### src/rtl/mod_updown_counter.sv
// Modulo-N up/down counter stepped by rising edges of inc/dec, with wrap/saturate,
// synchronous load and cascade pulses. Define MOD_UPDOWN_SEVENSEG_EN for segs decode.
module mod_updown_counter #(
  parameter int MODULO    = 8,
  parameter int WIDTH     = $clog2(MODULO),
  parameter int RESET_VAL = 0
) (
  input  logic             clk,
  input  logic             reset_n,
  input  logic             en,
  input  logic             inc,
  input  logic             dec,
  input  logic             sat_mode,
  input  logic             load,
  input  logic [WIDTH-1:0] load_val,
  output logic [WIDTH-1:0] count,
  output logic             wrap_up,
  output logic             wrap_dn,
  output logic             at_max,
  output logic             at_min,
  output logic [6:0]       segs
);

  localparam logic [WIDTH-1:0] MAX_VAL = WIDTH'(MODULO - 1);
  localparam logic [WIDTH-1:0] RST_VAL = WIDTH'(RESET_VAL);
  localparam logic [WIDTH:0]   MOD_EXT = (WIDTH + 1)'(MODULO);

  logic [WIDTH-1:0] count_q, count_d;
  logic             wrap_up_q, wrap_up_d;
  logic             wrap_dn_q, wrap_dn_d;
  logic             inc_q, dec_q;
  logic             inc_e, dec_e;

  assign inc_e = inc & ~inc_q;
  assign dec_e = dec & ~dec_q;

  always_comb begin
    count_d   = count_q;
    wrap_up_d = 1'b0;
    wrap_dn_d = 1'b0;
    if (load) begin
      count_d = ({1'b0, load_val} >= MOD_EXT) ? MAX_VAL : load_val;
    end else if (en && (inc_e ^ dec_e)) begin
      if (inc_e) begin
        if (count_q == MAX_VAL) begin
          if (!sat_mode) begin
            count_d   = '0;
            wrap_up_d = 1'b1;
          end
        end else begin
          count_d = count_q + 1'b1;
        end
      end else begin
        if (count_q == '0) begin
          if (!sat_mode) begin
            count_d   = MAX_VAL;
            wrap_dn_d = 1'b1;
          end
        end else begin
          count_d = count_q - 1'b1;
        end
      end
    end
  end

  // Edge registers reset high so a button held through reset never steps.
  always_ff @(posedge clk) begin
    if (!reset_n) begin
      count_q   <= RST_VAL;
      wrap_up_q <= 1'b0;
      wrap_dn_q <= 1'b0;
      inc_q     <= 1'b1;
      dec_q     <= 1'b1;
    end else begin
      count_q   <= count_d;
      wrap_up_q <= wrap_up_d;
      wrap_dn_q <= wrap_dn_d;
      inc_q     <= inc;
      dec_q     <= dec;
    end
  end

  assign count   = count_q;
  assign wrap_up = wrap_up_q;
  assign wrap_dn = wrap_dn_q;
  assign at_max  = (count_q == MAX_VAL);
  assign at_min  = (count_q == '0);

`ifdef MOD_UPDOWN_SEVENSEG_EN
  logic [3:0] seg_idx;
  logic [6:0] segs_d;

  assign seg_idx = 4'(count_q);

  // Active-high segments ordered {g,f,e,d,c,b,a}.
  always_comb begin
    segs_d = 7'h00;
    case (seg_idx)
      4'h0: segs_d = 7'h3F;
      4'h1: segs_d = 7'h06;
      4'h2: segs_d = 7'h5B;
      4'h3: segs_d = 7'h4F;
      4'h4: segs_d = 7'h66;
      4'h5: segs_d = 7'h6D;
      4'h6: segs_d = 7'h7D;
      4'h7: segs_d = 7'h07;
      4'h8: segs_d = 7'h7F;
      4'h9: segs_d = 7'h6F;
      4'hA: segs_d = 7'h77;
      4'hB: segs_d = 7'h7C;
      4'hC: segs_d = 7'h39;
      4'hD: segs_d = 7'h5E;
      4'hE: segs_d = 7'h79;
      4'hF: segs_d = 7'h71;
      default: segs_d = 7'h00;
    endcase
  end

  assign segs = segs_d;
`else
  assign segs = 7'b0000000;
`endif

endmodule

### config.mk
export PLATFORM = sky130hd
export DESIGN_NAME = mod_updown_counter
export DESIGN_NICKNAME = d
export VERILOG_FILES = /design/src/rtl/mod_updown_counter.sv
export SDC_FILE = /design/constraint.sdc
export NUM_CORES = 1
export LEC_CHECK = 0
export ABC_AREA = 1
export BUFFER_PORTS_ARGS = -buffer_cell sky130_fd_sc_hd__buf_4
export CORE_AREA = 5 5 42 44
export DETAILED_ROUTE_END_ITERATION = 8
export DIE_AREA = 0 0 47 49
export PLACE_DENSITY_LB_ADDON = 0.15
export SLEW_MARGIN = 5
export SYNTH_ARGS = -nofsm -noshare
export SYNTH_HDL_FRONTEND = slang
export SYNTH_SLANG_ARGS = --single-unit
### constraint.sdc
create_clock -name clk -period 1.8 [get_ports clk]
set_input_delay 0.18 -clock clk [delete_from_list [all_inputs] [get_ports clk]]
set_output_delay 0.18 -clock clk [all_outputs]
set_load 0.01 [all_outputs]
==> reports/qor.yml, run 1 <==
setup_path:
  critPathLaunchType: "flop"
  endpoint: "count[1]"
  cp_top_family: "simple AND/OR/NAND/NOR gates"
  critPathArrivalTime_ps: 1620
  critical_path.startpoint: "count[0]"
  required_ps: 1960
  slowest_stage: "dfxtp_1"
  path_buf_inv: 2
  cp-end-kind: "flop"
  crit_path_frequent_cell: "nand2_1"
  reg2reg_depth: 10
  timing.rr.end: "count[1]"
  path_cells: "inv_1 -> ha_1 -> inv_1 -> nor2_4 -> nand2_1 -> nand2_1 -> nand2_1 -> nand2_2 -> a21oi_1 -> nor2_1"
  crit_fanout: 5
  cp.depth: 10
  slowest_delay_ps: 380
  path_class: "flop to flop"
  worst-r2r-setup-slack_ps: 330
  reg2reg_from: "count[0]"
hold_path:
  hold_path_depth: 3
  min_path_type: "input pin to flop"
floorplan:
  die_h_um: 49
  rows: 14
  core-area_sq_um: 1401
  top_level_ports: 24
  die-width_um: 47
  die-area_sq_um: 2303
  start_util_pct: 36.34
clock_network:
  ctsHoldBuffers: 0
  postCtsSetupRepairBufs: 0
  htreeDepth: 1
  cts_root_buffer: "clkbuf_4"
  clockBufferDepth: 2
  cts_tree: "done"
  cts-resized-gates: 0
  cts_sinks: 7
  clk_latency_ps: 260
  cts_buffers: 3
  clk_pin_slew_worst_paths_ps: 60
routing:
  ant_nets: 0
  routedWlPerCell_um: 9.553
  wl_mm: 1.089
  dr.pass1.iters: 4
  drc_errors: 0
  first_iter_violations: 7
  viasPerCell: 4.219
  dr_total_vias: 481
sta:
  worst_slack_ps: 333.8
  finalMaxSlewViolations: 0
  final_hold_viol_count: 0
  fin_crit_sh_pct: 81.46
  finalClockSkew_ps: 7.863
  fmax_mhz: 682.0
  setup_viol: 0
  rsz0062_at_grt: "no"
  setup_tns_ps: 0
  fin_hold_ws_ps: 107.9
  fin_crit_ps: 1466
synth:
  async_flop_share_pct: 0
  synth_warnings: 0
  synth.avg_cell_area_sq_um: 6.446
  yosys_most_used_dff: "dfxtp_1"
  synth_most_common_cell: "nand2_1"
  synthTopCellsByCount: "nand2_1 (23), inv_1 (10), nand3_1 (9)"
  synth_seq_cells: 7
  synth_cells: 79
  synthTopCellsByArea: "dfxtp_1 (28%), nand2_1 (17%), buf_4 (10%)"
  yosysTopAreaCell: "dfxtp_1"
  synth_cell_types: 15
  synth_top_area_share_pct: 27.52
  seq_area_frac_synth_pct: 27.52
  syn_area_sq_um: 509.2
  synth_edf_count: 0
place:
  dpl_cell_area_sq_um: 619.3
  dp_slack_ps: 334.0
  gp_congestion: 0.7759
  io_buffer_count: 16
  hpwl_um: 892.3
cells_and_area:
  drive_above_1_share_pct: 27.55
  area_growth_pct: 26.78
  diodes: 0
  nets: 113
  fin_area_sq_um: 645.6
global_route:
  grt_overflow_total: 0
  grt_pass1_wl_mm: 1.835
  grt_max_degree: 11
  antenna_found_initial: 0
  grt_pass1_vias: 445
  grtUsageTotal_pct: 11.40
power:
  peakVddDrop_v: 0.0002985
  total_power_mw: 0.4501
  power.density_nw_per_um2: 697.1
  p_leak_nw: 0.3882
outcome:
  outcome: "complete, no violations"
job:
  maxCapViolations: 0
-- per-stage QoR --
| stage | cells | utilization [%] |
|---|---|---|
| after floorplan | 85 | - |
| after global placement | 110 | 44.20 |
| after detailed placement | 110 | 44.20 |
| after CTS | 114 | 46.07 |
| after global routing | 114 | 46.07 |
| final | 114 | 46.07 |
-- state kept, by name, summed over array words and instances, names as in the netlist --
| register | flops |
|---|---|
| wrap_up | 1 |
| wrap_dn | 1 |
| count | 3 |
| inc_q | 1 |
| dec_q | 1 |
-- area by class of cell --
| cell class | instances | area (sq um) |
|---|---|---|
| multi-input cells | 60 | 297.8 |
| well taps | 16 | 20.02 |
| repair buffers | 16 | 120.1 |
| inverters | 11 | 41.29 |
| fillers | 157 | 755.7 |
| clock buffers | 4 | 26.28 |
| flip-flops and latches | 7 | 140.1 |
-- worst min-delay path by stage --
stage / start / end
finish: dec / dec_q
global placement: dec / dec_q
CTS: dec / dec_q
global route: dec / dec_q
floorplan: reset_n / dec_q
detailed placement: dec / dec_q
-- cells in the final DEF (no fill, tap or decap), drive strengths merged --
cell	n
nor2	10
nand2	26
nand3	9
ha	4
dfxtp	7
inv	11
clkbuf	4
conb	7
or2	3
buf	16
a21oi	1
-- per-layer routing --
metal  GRT usage, %  part of all wire, %  routed length (um)
met5              0                    0                   0
met4          9.677                  4.5                  49
met3          3.321                  6.2                  67
met2          15.16                   45                 488
met1          14.25                   44                 484
-- worst reg2reg max path, cell delays in order (launching register included) --
cell     delay [ps]
dfxtp_1         380
inv_1            90
ha_1            230
inv_1           100
nor2_4           40
nand2_1         100
nand2_1          60
nand2_1          70
nand2_2          90
a21oi_1         150
nor2_1           60
-- cell families (layout without fill, tap and decap cells) --
kind of cell,count (synthesis),count (layout),share of synthesized area [%]
flops,7,7,27.52
fa+ha+maj,4,4,9.828
buf+inv,18,31,18.43
compound gates,1,1,0.9819
simple gates,48,48,42.51
other cells,1,7,0.7364
-- power by group --
group	internal (mW)	switching, mW
registers	0.164	0.00878
logic	0.0556	0.0691
clock network	0.0852	0.0671
No activity file was read; power rests on OpenSTA's default activity.
==> run 2: changes to the inputs <==
ABC_AREA = 0   (was 1)
CORE_AREA = default   (was 5 5 42 44)
CORE_MARGIN = 5   (was default)
CORE_UTILIZATION = 39   (was default)
DIE_AREA = default   (was 0 0 47 49)
clock period = 1.25 ns   (was 1.8 ns; I/O delays follow)
==> reports/qor.yml, run 2 <==
clock_network:
  clockBufferDepth: 2  # unchanged
  cts_root_buffer: "clkbuf_4"  # unchanged
  ctsHoldBuffers: 0  # unchanged
  clk_pin_slew_worst_paths_ps: 50  # was 60 ps
  clk_latency_ps: 260  # about the same
  cts_tree: "done"  # unchanged
  cts_sinks: 7  # unchanged
  cts_buffers: 3  # unchanged
  htreeDepth: 1  # unchanged
sta:
  fmax_mhz: 665.9  # was 682.0 MHz
  worst_slack_ps: -251.6  # was 333.8 ps
  rsz0062_at_grt: "yes"  # was no
  fin_crit_ps: 1502  # was 1466 ps
  fin_hold_ws_ps: 66.21  # was 107.9 ps
  finalClockSkew_ps: 2.559  # was 7.863 ps
  finalMaxSlewViolations: 0  # unchanged
  fin_crit_sh_pct: 120.1  # was 81.46%
  setup_viol: 5  # was 0
  final_hold_viol_count: 0  # unchanged
routing:
  drc_errors: 0  # unchanged
  wl_met3_um: 85  # was 67 um
  dr_total_vias: 472  # was 481
  viasPerCell: 4.627  # was 4.219
  met1_length_um: 443  # was 484 um
  dr.pass1.iters: 3  # was 4
  route.met2.wl_um: 573  # was 488 um
  first_iter_violations: 3  # was 7
  ant_nets: 0  # unchanged
  routedWlPerCell_um: 11.12  # was 9.553 um
  top_layer_used: "met4"  # unchanged
  wl_mm: 1.134  # was 1.089 mm
floorplan:
  die-width_um: 46  # was 47 um
  core-area_sq_um: 1269  # was 1401 sq um
  rows: 13  # was 14
  start_util_pct: 39.84  # was 36.34%
  die_h_um: 46  # was 49 um
  die-area_sq_um: 2116  # was 2303 sq um
  top_level_ports: 24  # unchanged
setup_path:
  slowest_stage: "dfxtp_2"  # was dfxtp_1
  required_ps: 1430  # was 1960 ps
  path_class: "flop to flop"  # unchanged
  path_cells: "inv_2 -> ha_4 -> nor2b_4 -> mux2i_1 -> o211a_4 -> or3_1 -> a21boi_1"  # was inv_1 -> ha_1 -> inv_1 -> nor2_4 -> nand2_1 -> nand2_1 -> nand2_1 -> nand2_2 -> a21oi_1 -> nor2_1
  crit_fanout: 5  # unchanged
  worst-r2r-setup-slack_ps: -250  # was 330 ps
  path_buf_inv: 1  # was 2
  critPathLaunchType: "flop"  # unchanged
  cp-end-kind: "flop"  # unchanged
  slowest_delay_ps: 330  # was 380 ps
  critPathArrivalTime_ps: 1690  # was 1620 ps
  cp_top_family: "simple AND/OR/NAND/NOR gates"  # unchanged
synth:
  synth_seq_cells: 7  # unchanged
  synthTopCellsByCount: "buf_4 (7), dfxtp_1 (7), nand2_1 (5)"  # was nand2_1 (23), inv_1 (10), nand3_1 (9)
  synth_edf_count: 0  # unchanged
  synth.avg_cell_area_sq_um: 8.868  # was 6.446 sq um
  async_flop_share_pct: 0  # unchanged
  synthTopCellsByArea: "dfxtp_1 (28%), buf_4 (10%), ha_1 (9.9%)"  # was dfxtp_1 (28%), nand2_1 (17%), buf_4 (10%)
  yosysTopAreaCell: "dfxtp_1"  # unchanged
  seq_area_frac_synth_pct: 27.72  # was 27.52%
  synth_cell_types: 28  # was 15
  syn_area_sq_um: 505.5  # was 509.2 sq um
  yosys_most_used_dff: "dfxtp_1"  # unchanged
  synth_top_area_share_pct: 27.72  # was 27.52%
  synth_warnings: 0  # unchanged
  synth_cells: 57  # was 79
power:
  p_leak_nw: 0.3688  # was 0.3882 nW
  power.density_nw_per_um2: 920.7  # was 697.1 nW/um^2
  clockPowerShare_pct: 28.9  # was 33.8%
  seqPwrFrac_pct: 34.6  # was 38.4%
  swShare_pct: 29.62  # was 32.23%
  power.internal_mw: 0.5116  # was 0.3050 mW
  peakVddDrop_v: 0.0005594  # was 0.0002985 V
  p_sw_mw: 0.2153  # was 0.1451 mW
  power_frac_comb_pct: 36.5  # was 27.7%
job:
  maxCapViolations: 0  # unchanged
place:
  numPlacedInstances: 93  # was 110
  io_buffer_count: 16  # unchanged
  gp_congestion: 0.7555  # was 0.7759
  hpwl_um: 883.8  # was 892.3 um
cells_and_area:
  fin_cells: 102  # was 114
  largest_reg_flops: 3  # unchanged
  nets: 102  # was 113
  mostFrequentLayoutCells: "buf_4 (27), conb_1 (7), nand2_1 (5)"  # was nand2_1 (23), buf_4 (16), inv_1 (10)
  area_growth_pct: 56.19  # was 26.78%
  final_common_cell: "buf_4"  # was nand2_1
  drive_above_1_share_pct: 55.17  # was 27.55%
  final_core_util_pct: 62.23  # was 46.07%
  diodes: 0  # unchanged
global_route:
  grt_pass1_wl_mm: 1.849  # was 1.835 mm
  grtUsageTotal_pct: 13.02  # was 11.40%
  grt_overflow_total: 0  # unchanged
  antenna_found_initial: 0  # unchanged
  grt_max_degree: 14  # was 11
  grt_pass1_vias: 415  # was 445
outcome:
  violations: "negative setup slack"
  outcome: "finished, violations left"  # was complete, no violations
hold_path:
  min_path_type: "input pin to flop"  # unchanged
[run 2: final timing paths]
check	depth (start not counted)	from	endpoint
hold reg to reg	2	count[2]	count[2]
setup reg to reg	7	count[0]	count[0]
hold / removal	2	dec	dec_q
setup / recovery	7	count[0]	count[0]
[run 2: power groups by stage]
stage,logic [mW],registers (mW),clock network [mW]
5_1_grt,0.295,0.252,0.238
3_3_place_gp,0.215,0.255,0
2_1_floorplan,0.131,0.260,0
6_report,0.266,0.251,0.210
4_1_cts,0.259,0.251,0.217
3_5_place_dp,0.216,0.256,0
[run 2: what timing repair did]
item / CTS / global route
setup endpoints to repair: 5 / 5
resized for setup: 7 / 1
pin swaps: 6 / 0
buffers inserted: 5 / 0
[run 2: metrics by stage]
| stage | cell area, sq um | TNS [ps] | power (mW) | setup slack, ps |
|---|---|---|---|---|
| final | 789.5 | -733.4 | 0.7269 | -251.6 |
| after global routing | 789.5 | -1076 | 0.7848 | -328.3 |
| after CTS | 783.3 | -778.9 | 0.7270 | -257.5 |
| after detailed placement | 684.4 | -603.1 | 0.4723 | -262.6 |
| after global placement | 684.4 | -556.8 | 0.4704 | -247.4 |
| after floorplan | 553.0 | -662.3 | 0.3909 | -297.8 |
[run 2: cells by family after synthesis]
logic type / synth area share [%]
muxes: 1.980
xor gates and xnor gates: 3.466
other: 0.7419
DFF: 27.72
and+or+nand+nor: 21.78
buffers and inverters: 15.59
AOI/OAI and AO/OA: 18.81
adders and majority gates: 9.901
[run 2: layer usage]
| layer | vias up | track usage (%) |
|---|---|---|
| met5 | - | 0 |
| met4 | 0 | 10.23 |
| met3 | 6 | 4.743 |
| met2 | 12 | 18.96 |
| met1 | 213 | 15.09 |
| li1 | 241 | - |
[run 2: cell type report]
cell class,count,area [sq um]
well taps,15,18.77
fillers,120,479.2
repair buffers,29,225.2
multi-input cells,44,364.1
flip-flops and latches,7,143.9
inverters,3,11.26
clock buffers,4,26.28
==> run 3: changes to the inputs <==
SETUP_SLACK_MARGIN = 0.3   (was default)
==> reports/qor.yml, run 3 (synthesized netlist as in run 2, its figures left out) <==
outcome:
  outcome: "finished, violations left"  # unchanged
  violations: "negative setup slack"  # unchanged
cells_and_area:
  final_common_cell: "buf_4"  # unchanged
  mostFrequentLayoutCells: "buf_4 (26), conb_1 (7), buf_6 (7)"  # was buf_4 (27), conb_1 (7), nand2_1 (5)
  diodes: 0  # unchanged
  drive_above_1_share_pct: 61.54  # was 55.17%
  multiInputGateArea_sq_um: 390.4  # was 364.1 sq um
  fillers: 116  # was 120
  area_growth_pct: 72.03  # was 56.19%
  largest_reg_flops: 3  # unchanged
  ff_latch_area_sq_um: 148.9  # was 143.9 sq um
  nets: 106  # was 102
  fin_area_sq_um: 869.6  # was 789.5 sq um
sta:
  fmax_mhz: 639.8  # was 665.9 MHz
  finalMaxSlewViolations: 0  # unchanged
  finalClockSkew_ps: 0.3700  # was 2.559 ps
  fin_hold_ws_ps: 72.22  # was 66.21 ps
  final_hold_viol_count: 0  # unchanged
  rsz0062_at_grt: "yes"  # unchanged
  setup_viol: 5  # unchanged
  fin_crit_ps: 1563  # was 1502 ps
  worst_slack_ps: -312.9  # was -251.6 ps
  fin_crit_sh_pct: 125.0  # was 120.1%
power:
  peakVddDrop_v: 0.0004710  # was 0.0005594 V
  p_leak_nw: 0.4089  # was 0.3688 nW
  power.density_nw_per_um2: 884.8  # was 920.7 nW/um^2
job:
  maxCapViolations: 0  # unchanged
setup_path:
  critPathLaunchType: "flop"  # unchanged
  crit_fanout: 6  # was 5
  cp_top_family: "simple AND/OR/NAND/NOR gates"  # unchanged
  cp-end-kind: "flop"  # unchanged
  slowest_stage: "dfxtp_2"  # unchanged
  path_buf_inv: 1  # unchanged
  path_class: "flop to flop"  # unchanged
  critPathArrivalTime_ps: 1740  # was 1690 ps
  required_ps: 1430  # about the same
  path_cells: "inv_2 -> ha_4 -> nor2b_4 -> mux2i_1 -> o211a_4 -> or3_4 -> a21boi_2"  # was inv_2 -> ha_4 -> nor2b_4 -> mux2i_1 -> o211a_4 -> or3_1 -> a21boi_1
  slowest_delay_ps: 330  # about the same
routing:
  viasPerCell: 4.726  # was 4.627
  wl_mm: 1.353  # was 1.134 mm
  drc_errors: 0  # unchanged
  dr.pass1.iters: 4  # was 3
  dr_total_vias: 501  # was 472
  first_iter_violations: 6  # was 3
  ant_nets: 0  # unchanged
  routedWlPerCell_um: 12.76  # was 11.12 um
global_route:
  grt_overflow_total: 0  # unchanged
  grt_pass1_vias: 473  # was 415
  grt_max_degree: 14  # unchanged
  antenna_found_initial: 0  # unchanged
  grt_pass1_wl_mm: 2.173  # was 1.849 mm
  grtUsageTotal_pct: 14.89  # was 13.02%
clock_network:
  cts_buffers: 3  # unchanged
  clockBufferDepth: 2  # unchanged
  clk_pin_slew_worst_paths_ps: 50  # about the same
  cts_root_buffer: "clkbuf_4"  # unchanged
  clk_latency_ps: 250  # was 260 ps
  cts_sinks: 7  # unchanged
  cts_tree: "done"  # unchanged
  ctsHoldBuffers: 0  # unchanged
  htreeDepth: 1  # unchanged
floorplan:
  top_level_ports: 24  # unchanged
  rows: 13  # unchanged
  die_h_um: 46  # unchanged
  start_util_pct: 39.84  # unchanged
  die-width_um: 46  # unchanged
  core-area_sq_um: 1269  # unchanged
  die-area_sq_um: 2116  # unchanged
hold_path:
  min_path_type: "input pin to flop"  # unchanged
place:
  hpwl_um: 916.8  # was 883.8 um
  dp_slack_ps: -284.0  # was -262.6 ps
  dpl_cell_area_sq_um: 718.2  # was 684.4 sq um
  io_buffer_count: 16  # unchanged
  gp_congestion: 0.7465  # was 0.7555
==> run 3: final timing paths <==
check,from,to,slack (ps),depth (start not counted)
setup / recovery,count[0],count[0],-310,7
hold / removal,dec,dec_q,70,2
setup reg to reg,count[0],count[0],-310,7
hold reg to reg,dec_q,wrap_up,720,4
==> run 3: cell type report <==
type	instances	share of cell area, %
Sequential cell	7	17.12
Clock buffer	4	3.022
Timing Repair Buffer	33	31.51
Tap cell	15	2.158
Inverter	3	1.295
Multi-Input combinational cell	44	44.89
==> run 3: report_power, final <==
group / internal (mW) / switching, mW / total [mW]
Sequential: 0.237 / 0.0129 / 0.250
Clock: 0.122 / 0.0854 / 0.207
Combinational: 0.185 / 0.127 / 0.312
==> run 3: what timing repair did <==
item / in CTS / in global routing
pin swaps: 5 / 1
endpoints found under the setup margin: 9 / 9
buffers inserted: 5 / 3
gates resized for setup: 9 / 7
gates cloned: 0 / 0
==> run 3: through the flow <==
stage / setup TNS [ps] / power, mW / utilization (%) / cells
2_1_floorplan: -662.3 / 0.3995 / - / 63
3_3_place_gp: -514.9 / 0.4805 / 56.61 / 94
3_5_place_dp: -612.7 / 0.4821 / 56.61 / 94
4_1_cts: -847.4 / 0.7376 / 64.69 / 103
5_1_grt: -1284 / 0.8172 / 68.54 / 106
6_report: -1050 / 0.7695 / 68.54 / 106
==> run 3: layer usage <==
layer | track usage (%) | share of wire (%) | routed length, um | vias to the layer above
met1 | 16.59 | 41 | 553 | 233
met2 | 24.18 | 50 | 682 | 17
li1 | - | - | - | 249
met3 | 3.953 | 6.5 | 88 | 2
met4 | 10.23 | 2.1 | 28 | 0
met5 | 0 | 0 | 0 | -
